[src/rtl/record_table_arbiter_if.sv]
// Bundles the write, read and control signals of record_table_arbiter.
// The master modport belongs to the producer/consumer side, the slave modport to the table.
interface record_table_arbiter_if #(
  parameter int AW = 3
);
  logic          init_start;
  logic          busy;
  logic          req0_valid;
  logic          req0_ready;
  logic [AW-1:0] req0_idx;
  logic [31:0]   req0_a;
  logic [31:0]   req0_b;
  logic          req1_valid;
  logic          req1_ready;
  logic [AW-1:0] req1_idx;
  logic [31:0]   req1_a;
  logic [31:0]   req1_b;
  logic          rd_en;
  logic [AW-1:0] rd_idx;
  logic          rd_valid;
  logic [31:0]   rd_a;
  logic [31:0]   rd_b;
  logic          err_oob;
  logic [15:0]   wr_count;

  modport master (
    output init_start, req0_valid, req0_idx, req0_a, req0_b,
    output req1_valid, req1_idx, req1_a, req1_b, rd_en, rd_idx,
    input  busy, req0_ready, req1_ready, rd_valid, rd_a, rd_b, err_oob, wr_count
  );

  modport slave (
    input  init_start, req0_valid, req0_idx, req0_a, req0_b,
    input  req1_valid, req1_idx, req1_a, req1_b, rd_en, rd_idx,
    output busy, req0_ready, req1_ready, rd_valid, rd_a, rd_b, err_oob, wr_count
  );
endinterface

[src/rtl/record_table_arbiter.sv]
// DEPTH-entry table of {a,b} records: pattern fill, round-robin shared write port, registered reads.
// Optional RECTAB_TIMESTAMP_EN: field b of accepted writes takes a free-running cycle count.
module record_table_arbiter #(
  parameter int          DEPTH       = 8,
  parameter int          AW          = 3,
  parameter logic [31:0] DEFAULT_VAL = 32'd10
) (
  input logic             clk,
  input logic             rst_n,
  record_table_arbiter_if.slave bus
);
  typedef enum logic {S_FILL, S_RUN} state_t;
  typedef struct packed {
    logic [31:0] a;
    logic [31:0] b;
  } rec_t;

  state_t        r_state, w_state_next;
  logic [AW-1:0] r_fill_ptr, w_fill_ptr_next;
  logic          r_last_grant, w_last_grant_next;
  logic [15:0]   r_wr_count, w_wr_count_next;
  logic          w_ready0, w_ready1, w_xfer, w_fill_we;
  logic          w_wr_oob, w_rd_oob;
  logic [AW-1:0] w_wr_idx;
  logic [31:0]   w_b0, w_b1;
  rec_t          w_wr_rec;
  rec_t          r_mem [DEPTH];
  rec_t          r_rd;
  logic          r_rd_valid, r_err_oob;

`ifdef RECTAB_TIMESTAMP_EN
  logic [31:0] r_cycle;
  always_ff @(posedge clk or negedge rst_n) begin
    if (!rst_n) r_cycle <= '0;
    else        r_cycle <= r_cycle + 32'd1;
  end
  assign w_b0 = r_cycle;
  assign w_b1 = r_cycle;
`else
  assign w_b0 = bus.req0_b;
  assign w_b1 = bus.req1_b;
`endif

  always_ff @(posedge clk or negedge rst_n) begin
    if (!rst_n) begin
      r_state      <= S_FILL;
      r_fill_ptr   <= '0;
      r_last_grant <= 1'b1;
      r_wr_count   <= '0;
    end else begin
      r_state      <= w_state_next;
      r_fill_ptr   <= w_fill_ptr_next;
      r_last_grant <= w_last_grant_next;
      r_wr_count   <= w_wr_count_next;
    end
  end

  always_comb begin
    w_state_next      = r_state;
    w_fill_ptr_next   = r_fill_ptr;
    w_last_grant_next = r_last_grant;
    w_wr_count_next   = r_wr_count;
    w_ready0          = 1'b0;
    w_ready1          = 1'b0;
    w_fill_we         = 1'b0;
    case (r_state)
      S_FILL: begin
        w_fill_we = 1'b1;
        if (bus.init_start) begin
          w_fill_ptr_next = '0;
        end else if (r_fill_ptr == AW'(DEPTH - 1)) begin
          w_state_next    = S_RUN;
          w_fill_ptr_next = '0;
        end else begin
          w_fill_ptr_next = r_fill_ptr + AW'(1);
        end
      end
      S_RUN: begin
        if (bus.init_start) begin
          w_state_next    = S_FILL;
          w_fill_ptr_next = '0;
          w_wr_count_next = '0;
        end else begin
          // last_grant==1 means requester 1 won most recently, so requester 0 has priority
          w_ready0 = bus.req0_valid & (~bus.req1_valid | r_last_grant);
          w_ready1 = bus.req1_valid & (~bus.req0_valid | ~r_last_grant);
          if (w_ready0)      w_last_grant_next = 1'b0;
          else if (w_ready1) w_last_grant_next = 1'b1;
          if ((w_ready0 | w_ready1) && r_wr_count != 16'hFFFF)
            w_wr_count_next = r_wr_count + 16'd1;
        end
      end
      default: w_state_next = S_FILL;
    endcase
  end

  assign w_xfer   = w_ready0 | w_ready1;
  assign w_wr_idx = w_ready0 ? bus.req0_idx : bus.req1_idx;
  assign w_wr_rec = w_ready0 ? {bus.req0_a, w_b0} : {bus.req1_a, w_b1};

  // A power-of-two table can never see an out-of-range index
  generate
    if (DEPTH == (1 << AW)) begin : g_no_oob
      assign w_wr_oob = 1'b0;
      assign w_rd_oob = 1'b0;
    end else begin : g_oob
      assign w_wr_oob = (32'(w_wr_idx) >= 32'(DEPTH));
      assign w_rd_oob = (32'(bus.rd_idx) >= 32'(DEPTH));
    end
  endgenerate

  always_ff @(posedge clk) begin
    if (w_fill_we)
      r_mem[r_fill_ptr] <= {DEFAULT_VAL, DEFAULT_VAL};
    else if (w_xfer && !w_wr_oob)
      r_mem[w_wr_idx] <= w_wr_rec;
  end

  // Nonblocking read of r_mem gives read-before-write on a same-index collision
  always_ff @(posedge clk or negedge rst_n) begin
    if (!rst_n) begin
      r_rd_valid <= 1'b0;
      r_rd       <= '0;
      r_err_oob  <= 1'b0;
    end else begin
      r_rd_valid <= bus.rd_en;
      r_err_oob  <= (w_xfer & w_wr_oob) | (bus.rd_en & w_rd_oob);
      if (bus.rd_en)
        r_rd <= w_rd_oob ? '0 : r_mem[bus.rd_idx];
    end
  end

  assign bus.busy       = (r_state == S_FILL);
  assign bus.req0_ready = w_ready0;
  assign bus.req1_ready = w_ready1;
  assign bus.rd_valid   = r_rd_valid;
  assign bus.rd_a       = r_rd.a;
  assign bus.rd_b       = r_rd.b;
  assign bus.err_oob    = r_err_oob;
  assign bus.wr_count   = r_wr_count;
endmodule

[src/flat_wrapper.sv]
// flat-port wrapper written by rule: the top's interface ports become plain ports
module record_table_arbiter_flat 
#(
  parameter int          DEPTH       = 8,
  parameter int          AW          = 3,
  parameter logic [31:0] DEFAULT_VAL = 32'd10
)
  (clk, rst_n, bus_init_start, bus_req0_valid, bus_req0_idx, bus_req0_a, bus_req0_b, bus_req1_valid, bus_req1_idx, bus_req1_a, bus_req1_b, bus_rd_en, bus_rd_idx, bus_busy, bus_req0_ready, bus_req1_ready, bus_rd_valid, bus_rd_a, bus_rd_b, bus_err_oob, bus_wr_count);
  record_table_arbiter_if #(.AW(AW)) bus_i ();
  input logic clk;
  input logic rst_n;
  input wire logic [$bits(bus_i.init_start)-1:0] bus_init_start;
  input wire logic [$bits(bus_i.req0_valid)-1:0] bus_req0_valid;
  input wire logic [$bits(bus_i.req0_idx)-1:0] bus_req0_idx;
  input wire logic [$bits(bus_i.req0_a)-1:0] bus_req0_a;
  input wire logic [$bits(bus_i.req0_b)-1:0] bus_req0_b;
  input wire logic [$bits(bus_i.req1_valid)-1:0] bus_req1_valid;
  input wire logic [$bits(bus_i.req1_idx)-1:0] bus_req1_idx;
  input wire logic [$bits(bus_i.req1_a)-1:0] bus_req1_a;
  input wire logic [$bits(bus_i.req1_b)-1:0] bus_req1_b;
  input wire logic [$bits(bus_i.rd_en)-1:0] bus_rd_en;
  input wire logic [$bits(bus_i.rd_idx)-1:0] bus_rd_idx;
  output wire logic [$bits(bus_i.busy)-1:0] bus_busy;
  output wire logic [$bits(bus_i.req0_ready)-1:0] bus_req0_ready;
  output wire logic [$bits(bus_i.req1_ready)-1:0] bus_req1_ready;
  output wire logic [$bits(bus_i.rd_valid)-1:0] bus_rd_valid;
  output wire logic [$bits(bus_i.rd_a)-1:0] bus_rd_a;
  output wire logic [$bits(bus_i.rd_b)-1:0] bus_rd_b;
  output wire logic [$bits(bus_i.err_oob)-1:0] bus_err_oob;
  output wire logic [$bits(bus_i.wr_count)-1:0] bus_wr_count;
  assign bus_i.init_start = bus_init_start;
  assign bus_i.req0_valid = bus_req0_valid;
  assign bus_i.req0_idx = bus_req0_idx;
  assign bus_i.req0_a = bus_req0_a;
  assign bus_i.req0_b = bus_req0_b;
  assign bus_i.req1_valid = bus_req1_valid;
  assign bus_i.req1_idx = bus_req1_idx;
  assign bus_i.req1_a = bus_req1_a;
  assign bus_i.req1_b = bus_req1_b;
  assign bus_i.rd_en = bus_rd_en;
  assign bus_i.rd_idx = bus_rd_idx;
  assign bus_busy = bus_i.busy;
  assign bus_req0_ready = bus_i.req0_ready;
  assign bus_req1_ready = bus_i.req1_ready;
  assign bus_rd_valid = bus_i.rd_valid;
  assign bus_rd_a = bus_i.rd_a;
  assign bus_rd_b = bus_i.rd_b;
  assign bus_err_oob = bus_i.err_oob;
  assign bus_wr_count = bus_i.wr_count;
  record_table_arbiter #(.DEPTH(DEPTH), .AW(AW), .DEFAULT_VAL(DEFAULT_VAL)) u_core (.clk(clk), .rst_n(rst_n), .bus(bus_i));
endmodule
[config.mk]
export PLATFORM = sky130hd
export DESIGN_NAME = record_table_arbiter_flat
export DESIGN_NICKNAME = d
export VERILOG_FILES = /design/src/rtl/record_table_arbiter_if.sv /design/src/rtl/record_table_arbiter.sv /design/src/flat_wrapper.sv
export SDC_FILE = /design/constraint.sdc
export NUM_CORES = 1
export LEC_CHECK = 0
export ABC_AREA = 0
export ABC_CLOCK_PERIOD_IN_PS = 8700
export CAP_MARGIN = 20
export CELL_PAD_IN_SITES_DETAIL_PLACEMENT = 1
export CELL_PAD_IN_SITES_GLOBAL_PLACEMENT = 2
export CORE_ASPECT_RATIO = 0.7
export CORE_MARGIN = 2
export CORE_UTILIZATION = 43
export DETAILED_ROUTE_END_ITERATION = 8
export GPL_TIMING_DRIVEN = 0
export PLACE_DENSITY_LB_ADDON = 0.1
export SETUP_SLACK_MARGIN = 0.15
export SLEW_MARGIN = 5
export SYNTH_ARGS = -nofsm -noshare
export SYNTH_HDL_FRONTEND = slang
export SYNTH_SLANG_ARGS = --single-unit
[constraint.sdc]
create_clock -name clk -period 8.7 [get_ports clk]
set_input_delay 2.61 -clock clk [delete_from_list [all_inputs] [get_ports clk]]
set_output_delay 2.61 -clock clk [all_outputs]
set_load 0.005 [all_outputs]
==> flow_summary.json, run 1 <==
{
  "synth_area_leaders": "edfxtp_1, mux4_2, dfrtp_1",
  "clk_pin_slew_ps": 60,
  "seq_area_um2": 17500,
  "multiInputGateArea_um2": 5840,
  "p_leak_nw": 9.96,
  "rsz0062_at_grt": "no",
  "ir_drop_v": 0.000135,
  "dp.cells": 2350,
  "synth_common_cells": "edfxtp_1, nand2_1, a21oi_1",
  "die_height_um": 200,
  "grt_usage": 0.222,
  "die_w_um": 285,
  "core-area_um2": 54100,
  "timing.hold.ws_ps": 498,
  "num-fill-cells": 4932,
  "yosysUniqueCellTypes": 48,
  "slowest_stage": "clkdlybuf4s50_1",
  "die_area_um2": 57000,
  "holdPathStages": 1,
  "cap_violations": 0,
  "syn_area_um2": 23700,
  "place_area_um2": 27700,
  "routabilityCongestion": 0.748,
  "area_growth_pct": 24.7,
  "power_density_nw_per_um2": 217,
  "post_cts_resized": 0,
  "post_drt_wl_per_cell_um": 25.2,
  "nNetsFinal": 1826,
  "worst_ep_required_time_ps": 6090,
  "cts_root_buf": "clkbuf_16",
  "io_pins": 228,
  "max_freq_mhz": 138,
  "period_share": 0.834,
  "worst_pin_slew_ps": 1060,
  "row_count": 71,
  "cpMostUsedCell": "clkdlybuf4s50_1",
  "yosysMostFrequentCell": "edfxtp_1",
  "setup_viol": 0,
  "numClockSinks": 598,
  "drtAntennaViolNets": 0,
  "drc": 0,
  "arrival_ps": 4650,
  "cp-start-kind": "input port",
  "grt_overflow": 0,
  "synth_edf_count": 512,
  "worstPathCellList": "clkdlybuf4s50_1 > and3b_1 > nand2_1 > inv_1 > clkbuf_1 > clkdlybuf4s50_1",
  "drtIter0Drc": 1161,
  "vias": 13500,
  "async_flop_share": 0.144,
  "synth_area_leader_cell": "edfxtp_1",
  "yosys_register_bits": 598,
  "synth_flop_cell": "edfxtp_1",
  "crit_type": "in2out",
  "drt-total-wl_mm": 62.0,
  "yosys.area.top_type_share": 0.649,
  "clockBufferDepth": 3,
  "stdcell_count": 2460,
  "dp_hpwl_mm": 43.0,
  "synth-seq-area-share": 0.740,
  "io_buffers": 223,
  "synth_area_per_cell_um2": 17.7,
  "syn-num-nets": 1483,
  "relSlewSlack": 0.289,
  "synth_warnings": 0,
  "dr.pass1.iters": 5,
  "grt_max_degree": 46,
  "cts_buffers": 56,
  "status": "completed",
  "htree_num_levels": 2,
  "cts_hold_buffers": 0,
  "period_minus_slack_ps": 7260,
  "routed_via_density": 5.47,
  "antenna_found_initial": 2,
  "clock_latency_ps": 610,
  "initial_utilization": 0.438,
  "grt_pass1_vias": 14600,
  "skew_ps": 12.2,
  "cts_setup_buffers": 0,
  "drive_gt1_frac": 0.184,
  "finalHoldViolations": 0,
  "crit_path_end_kind": "primary output",
  "stdcell_area_um2": 29500,
  "slew_viol_final": 0,
  "cp_max_fo": 10,
  "r2r_cells": 10,
  "slowest_delay_ps": 600,
  "cts_tree": "done",
  "hold_class": "reg2reg",
  "grt_pass1_wl_mm": 94.8,
  "synthCells": 1337
}
report_power, final:
part / total, mW / internal (mW) / switching (mW)
combinational: 0.622 / 0.320 / 0.302
clock: 2.44 / 1.38 / 1.06
sequential: 3.34 / 3.28 / 0.0661
area by class of cell:
type | count | share of cell area
multi-input combinational | 651 | 0.198
inverter | 7 | 0.000889
antenna | 3 | 0.000254
timing repair buffer | 285 | 0.103
clock buffer | 81 | 0.0537
sequential | 598 | 0.593
buffer | 81 | 0.0124
clock inverter | 24 | 0.00767
tap | 730 | 0.0309
layer usage:
metal | up-vias | share of wire | track usage
li1 | 5971 | - | -
met1 | 7142 | 0.47 | 0.336
met2 | 282 | 0.48 | 0.350
met3 | 66 | 0.040 | 0.0321
met4 | 0 | 0.014 | 0.0391
met5 | - | 0 | 0
metrics by stage:
stage          TNS (ps)   util  worst slack, ps  power (mW)
2_1_floorplan    -10690      -            -83.5        3.67
3_3_place_gp   -2580870  0.496            -6430        3.99
3_5_place_dp          0  0.512             1450        4.03
4_1_cts               0  0.546             1440        6.46
5_1_grt               0  0.546             1250        6.62
6_report              0  0.546             1440        6.41
cells by family (layout without fill, tap and decap cells):
group	Yosys count	in the layout	synth area share
AO/OA/AOI/OAI	169	169	0.0407
buffers and inverters	88	478	0.0165
adder cells (fa/ha/maj)	3	3	0.00158
flip-flops	598	598	0.740
multiplexers	194	194	0.150
other	1	4	0.000158
AND/OR/NAND/NOR	284	284	0.0515
path summary, 6_finish.rpt:
kind / start / to / slack [ps]
min in group asynchronous: rst_n / u_core.bus.wr_count[9] / 1930
setup / recovery: bus_req0_valid / bus_req0_ready / 1440
hold / removal: u_core.r_last_grant / u_core.r_last_grant / 500
setup reg to reg: u_core.r_state / u_core.r_mem[0][29] / 4730
hold reg to reg: u_core.r_last_grant / u_core.r_last_grant / 500
max in group asynchronous: rst_n / u_core.r_last_grant / 6080
cell usage in the layout (no fill, tap or decap), drive strengths merged, types with 16 or more instances in the layout:
cell	count
edfxtp	512
clkdlybuf4s50	222
nand2	149
a21oi	130
mux4	128
buf	113
clkbuf	112
dfrtp	85
nor2	73
mux2i	66
clkinv	18
nand3	16
critical path: cells and delay by family:
kind / cells / cell delay, ps
buffers and inverters: 4 / 1630
and+or+nand+nor: 2 / 400
registers in the layout (all words and copies together), names as in the netlist:
| signal | flops |
|---|---|
| u_core.bus.wr_count | 16 |
| u_core.r_state | 1 |
| u_core.bus.rd_b | 32 |
| u_core.r_mem | 512 |
| u_core.r_fill_ptr | 3 |
| u_core.r_last_grant | 1 |
| u_core.bus.rd_valid | 1 |
| u_core.bus.rd_a | 32 |
(Power assumes the default switching activity.)
==> inputs of run 2 (changes only) <==
--- a/config.mk
+++ b/config.mk
@@ -6,13 +6,13 @@
 export NUM_CORES = 1
 export LEC_CHECK = 0
 export ABC_AREA = 0
-export ABC_CLOCK_PERIOD_IN_PS = 8700
+export ABC_CLOCK_PERIOD_IN_PS = 6200
 export CAP_MARGIN = 20
 export CELL_PAD_IN_SITES_DETAIL_PLACEMENT = 1
 export CELL_PAD_IN_SITES_GLOBAL_PLACEMENT = 2
 export CORE_ASPECT_RATIO = 0.7
 export CORE_MARGIN = 2
-export CORE_UTILIZATION = 43
+export CORE_UTILIZATION = 39
 export DETAILED_ROUTE_END_ITERATION = 8
 export GPL_TIMING_DRIVEN = 0
 export PLACE_DENSITY_LB_ADDON = 0.1
==> constraint.sdc (replaced) <==
create_clock -name clk -period 6.2 [get_ports clk]
set_input_delay 1.86 -clock clk [delete_from_list [all_inputs] [get_ports clk]]
set_output_delay 1.86 -clock clk [all_outputs]
set_load 0.005 [all_outputs]
==> run 2 against run 1 <==
Combinational power up 41%. Flip-flop and latch count unchanged. Register-to-register slack worse by 2600 ps. Via count down 0.39%. Power up 40%. Critical endpoint unchanged. Largest cell class unchanged.
==> flow_summary.json, run 2 (synthesis results as in run 1) <==
{
  "cts_buffers": 58,
  "io_buffers": 223,
  "routabilityCongestion": 0.740,
  "dr.pass1.iters": 5,
  "num-fill-cells": 5660,
  "post_cts_resized": 0,
  "core-area_um2": 60000,
  "area_growth_pct": 25.5,
  "status": "completed",
  "slew_viol_final": 0,
  "worst_pin_slew_ps": 1040,
  "cp-start-kind": "input port",
  "arrival_ps": 3920,
  "initial_utilization": 0.395,
  "vias": 13400,
  "hold_class": "reg2reg",
  "ir_drop_v": 0.000211,
  "relSlewSlack": 0.307,
  "clockBufferDepth": 3,
  "max_freq_mhz": 173,
  "period_minus_slack_ps": 5780,
  "clock_latency_ps": 630,
  "nNetsFinal": 1822,
  "worst_ep_required_time_ps": 4340,
  "setup_slack_ps": 423,
  "numClockSinks": 598,
  "io_pins": 228,
  "drtIter0Drc": 1019,
  "drive_gt1_frac": 0.180,
  "p_leak_nw": 9.97,
  "max_flop_register": "u_core.r_mem",
  "crit_buf_inv": 4,
  "period_share": 0.932,
  "cts_root_buf": "clkbuf_16",
  "dp_hpwl_mm": 43.5,
  "crit_type": "in2out",
  "worstPathCellList": "clkdlybuf4s50_1 > and3b_1 > nand2_1 > inv_1 > clkbuf_1 > clkdlybuf4s50_1",
  "cpMostUsedCell": "clkdlybuf4s50_1",
  "finalHoldViolations": 0,
  "grt_pass1_vias": 14500,
  "cp_top_family": "buffers and inverters",
  "row_count": 75,
  "largest_reg_flops": 512,
  "cp_max_fo": 10,
  "power_density_nw_per_um2": 302,
  "cts_hold_buffers": 0,
  "cap_violations": 0,
  "drt-total-wl_mm": 63.2,
  "grt_usage": 0.206,
  "dp_slack_ps": 40.5,
  "rsz0062_at_grt": "no",
  "slowest_delay_ps": 600,
  "skew_ps": 27.7,
  "grt_pass1_wl_mm": 95.4,
  "cts_setup_buffers": 0,
  "crit_path_end_kind": "primary output",
  "die_height_um": 210,
  "drtAntennaViolNets": 0,
  "antenna_cells": 0,
  "final_common_cell": "edfxtp_1",
  "cts_tree": "done",
  "grt_max_degree": 67,
  "grt_overflow": 0,
  "routed_via_density": 5.30,
  "die_w_um": 299,
  "post_drt_wl_per_cell_um": 25.0,
  "setup_viol": 0,
  "htree_num_levels": 2,
  "drc": 0,
  "slowest_stage": "clkdlybuf4s50_1",
  "die_area_um2": 62800,
  "layout_common_cells": "edfxtp_1, clkdlybuf4s50_1, nand2_1",
  "antenna_found_initial": 0,
  "clk_pin_slew_ps": 60,
  "setup_tns_ps": 0
}
run 2: final cells by class:
| class | instances | area, um^2 | area share |
|---|---|---|---|
| sequential | 598 | 17500 | 0.590 |
| multi-input combinational | 651 | 5850 | 0.197 |
| timing repair buffer | 279 | 3140 | 0.106 |
| clock buffer | 81 | 1570 | 0.0528 |
| tap | 808 | 1010 | 0.0340 |
| buffer | 81 | 365 | 0.0123 |
| clock inverter | 27 | 234 | 0.00787 |
| inverter | 7 | 26.3 | 0.000884 |
run 2: stage by stage:
stage / utilization / instance area [um^2] / instances / power, mW / hold WS, ps
5_1_grt: 0.496 / 29700 / 2532 / 9.31 / 509
3_3_place_gp: 0.449 / 27000 / 2368 / 5.61 / 482
2_1_floorplan: - / 23700 / 1337 / 5.15 / 470
6_report: 0.496 / 29700 / 2532 / 8.99 / 498
3_5_place_dp: 0.466 / 27900 / 2422 / 5.66 / 494
4_1_cts: 0.496 / 29700 / 2530 / 9.09 / 499
run 2: power by group:
part | internal [mW] | total [mW] | switching (mW)
Sequential | 4.60 | 4.69 | 0.0900
Combinational | 0.450 | 0.876 | 0.426
Clock | 1.90 | 3.42 | 1.53
Total | 6.94 | 8.99 | 2.04
run 2: path summary, 6_finish.rpt:
check / slack [ps] / start / cells after the start / end
setup / recovery: 420 / bus_req0_valid / 6 / bus_req0_ready
hold / removal: 500 / u_core.r_last_grant / 1 / u_core.r_last_grant
setup reg to reg: 2160 / u_core.r_state / 9 / u_core.r_mem[0][36]
hold reg to reg: 500 / u_core.r_last_grant / 1 / u_core.r_last_grant
max in group asynchronous: 4380 / rst_n / 2 / u_core.bus.rd_b[11]
min in group asynchronous: 1090 / rst_n / 1 / u_core.bus.rd_a[19]
run 2: worst register-to-register path: cells and delay by family (launching register included):
kind	cells	cell delay, ps
compound gates	1	640
flops	1	310
buf+inv	5	950
simple gates	3	1850
run 2: routing by layer:
layer  track usage  part of all wire  vias up
met5             0                 0        -
met4        0.0444             0.017        0
met3        0.0361             0.046       78
met2         0.329              0.48      311
met1         0.299              0.46     7044
li1              -                 -     5975
==> inputs of run 3 (changes only) <==
--- a/config.mk
+++ b/config.mk
@@ -6,13 +6,13 @@
 export NUM_CORES = 1
 export LEC_CHECK = 0
 export ABC_AREA = 0
-export ABC_CLOCK_PERIOD_IN_PS = 6200
+export ABC_CLOCK_PERIOD_IN_PS = 5900
 export CAP_MARGIN = 20
 export CELL_PAD_IN_SITES_DETAIL_PLACEMENT = 1
 export CELL_PAD_IN_SITES_GLOBAL_PLACEMENT = 2
 export CORE_ASPECT_RATIO = 0.7
 export CORE_MARGIN = 2
-export CORE_UTILIZATION = 39
+export CORE_UTILIZATION = 43
 export DETAILED_ROUTE_END_ITERATION = 8
 export GPL_TIMING_DRIVEN = 0
 export PLACE_DENSITY_LB_ADDON = 0.1
==> constraint.sdc (replaced) <==
create_clock -name clk -period 5.9 [get_ports clk]
set_input_delay 1.77 -clock clk [delete_from_list [all_inputs] [get_ports clk]]
set_output_delay 1.77 -clock clk [all_outputs]
set_load 0.005 [all_outputs]
==> run 3 against run 2 <==
First-iteration DRC count fell by 0.98%. Design area barely moved. Clock power rose by 11%. Flip-flop and latch count did not move. Critical path depth did not move. Largest cell class unchanged.
==> flow_summary.json, run 3 (synthesis results as in run 1) <==
{
  "io_buffers": 223,
  "r2r_cells": 9,
  "arrival_ps": 3650,
  "rsz0062_at_grt": "no",
  "grt_usage": 0.222,
  "crit_path_end_kind": "primary output",
  "p_leak_nw": 10.0,
  "clk_pin_slew_ps": 70,
  "slew_viol_final": 0,
  "die_area_um2": 57000,
  "core-area_um2": 54100,
  "vias": 13500,
  "status": "completed",
  "antenna_cells": 0,
  "dr.pass1.iters": 5,
  "final_common_cell": "edfxtp_1",
  "largest_reg_flops": 512,
  "worst_pin_slew_ps": 1020,
  "cts_hold_buffers": 0,
  "num-fill-cells": 4972,
  "dp_slack_ps": 194,
  "setup_slack_ps": 484,
  "cp_max_fo": 10,
  "post_drt_wl_per_cell_um": 25.5,
  "timing.critical_path.from": "bus_req0_valid",
  "period_share": 0.918,
  "routed_via_density": 5.52,
  "layout_common_cells": "edfxtp_1, clkdlybuf4s50_1, nand2_1",
  "htree_num_levels": 2,
  "dp_hpwl_mm": 42.5,
  "relSlewSlack": 0.317,
  "cts_root_buf": "clkbuf_16",
  "cts_buffers": 56,
  "fin_util": 0.549,
  "holdCritStartpoint": "u_core.r_last_grant",
  "post_cts_resized": 0,
  "drt-total-wl_mm": 62.4,
  "finalPower_mw": 9.64,
  "cp-start-kind": "input port",
  "drive_gt1_frac": 0.186,
  "drc": 0,
  "grt_pass1_wl_mm": 94.5,
  "cts_tree": "done",
  "max_flop_register": "u_core.r_mem",
  "hold_class": "reg2reg",
  "skew_ps": 22.3,
  "grt_max_degree": 60,
  "drtIter0Drc": 1009,
  "nNetsFinal": 1819,
  "clock_latency_ps": 600,
  "routabilityCongestion": 0.743,
  "crit_type": "in2out",
  "finalHoldViolations": 0,
  "cap_violations": 0,
  "drtAntennaViolNets": 0,
  "grt_overflow": 0,
  "worst_ep_required_time_ps": 4130,
  "numClockSinks": 598,
  "max_freq_mhz": 185,
  "ir_drop_v": 0.000209,
  "place_area_um2": 27800,
  "stdcell_area_um2": 29700,
  "power_density_nw_per_um2": 324,
  "clockBufferDepth": 3,
  "holdPathStages": 1,
  "cts_setup_buffers": 0,
  "die_height_um": 200,
  "io_pins": 228,
  "die_w_um": 285,
  "antenna_found_initial": 1,
  "grt_pass1_vias": 14400,
  "period_minus_slack_ps": 5420,
  "setup_viol": 0,
  "timing.hold.ws_ps": 498,
  "initial_utilization": 0.438,
  "row_count": 71,
  "area_growth_pct": 25.4,
  "r2r-start": "u_core.r_state"
}
[run 3: cell types whose count changed in the layout (fill, tap and decap cells not counted), sizes merged]
cell and change:
clkbuf -20, clkinv +9, bufinv +7, clkinvlp +4
inv -3, buf -1
[run 3: per-stage QoR]
step / setup TNS [ps] / instances
2_1_floorplan: -481250 / 1337
3_3_place_gp: -3175240 / 2290
3_5_place_dp: 0 / 2343
4_1_cts: 0 / 2448
5_1_grt: 0 / 2450
6_report: 0 / 2450
[run 3: report_power, final]
group	switching (mW)	total (mW)	leakage [nW]	internal [mW]
Combinational	0.445	0.918	3.68	0.472
Clock	1.60	3.79	0.932	2.20
Sequential	0.0970	4.93	5.40	4.83
Total	2.14	9.64	10.0	7.50
[run 3: area by class of cell]
type,count,area [um^2],area share
Timing Repair Buffer,278,3090,0.104
Clock buffer,61,1430,0.0481
Inverter,7,26.3,0.000884
Clock inverter,44,500,0.0168
Buffer,81,367,0.0123
Sequential cell,598,17500,0.590
Tap cell,730,913,0.0307
Multi-Input combinational cell,651,5850,0.197
[run 3: final timing paths]
kind | slack, ps | end
setup / recovery | 480 | bus_req0_ready
setup reg to reg | 2140 | u_core.r_mem[2][36]
min in group asynchronous | 1060 | u_core.bus.wr_count[9]
hold / removal | 500 | u_core.r_last_grant
hold reg to reg | 500 | u_core.r_last_grant
max in group asynchronous | 4140 | u_core.r_last_grant
[run 3: worst max-delay path: stages]
cell and delay (ps):
clkdlybuf4s50_1 590, and3b_1 310, nand2_1 100, inv_1 80, clkbuf_2 250, clkdlybuf4s50_1 550
[run 3: routing by layer]
| layer | routed length, um | GRT usage | vias up |
|---|---|---|---|
| met5 | 0 | 0 | - |
| met4 | 1130 | 0.0470 | 0 |
| met3 | 2690 | 0.0303 | 78 |
| met2 | 29700 | 0.352 | 308 |
| met1 | 28800 | 0.330 | 7180 |
| li1 | - | - | 5963 |
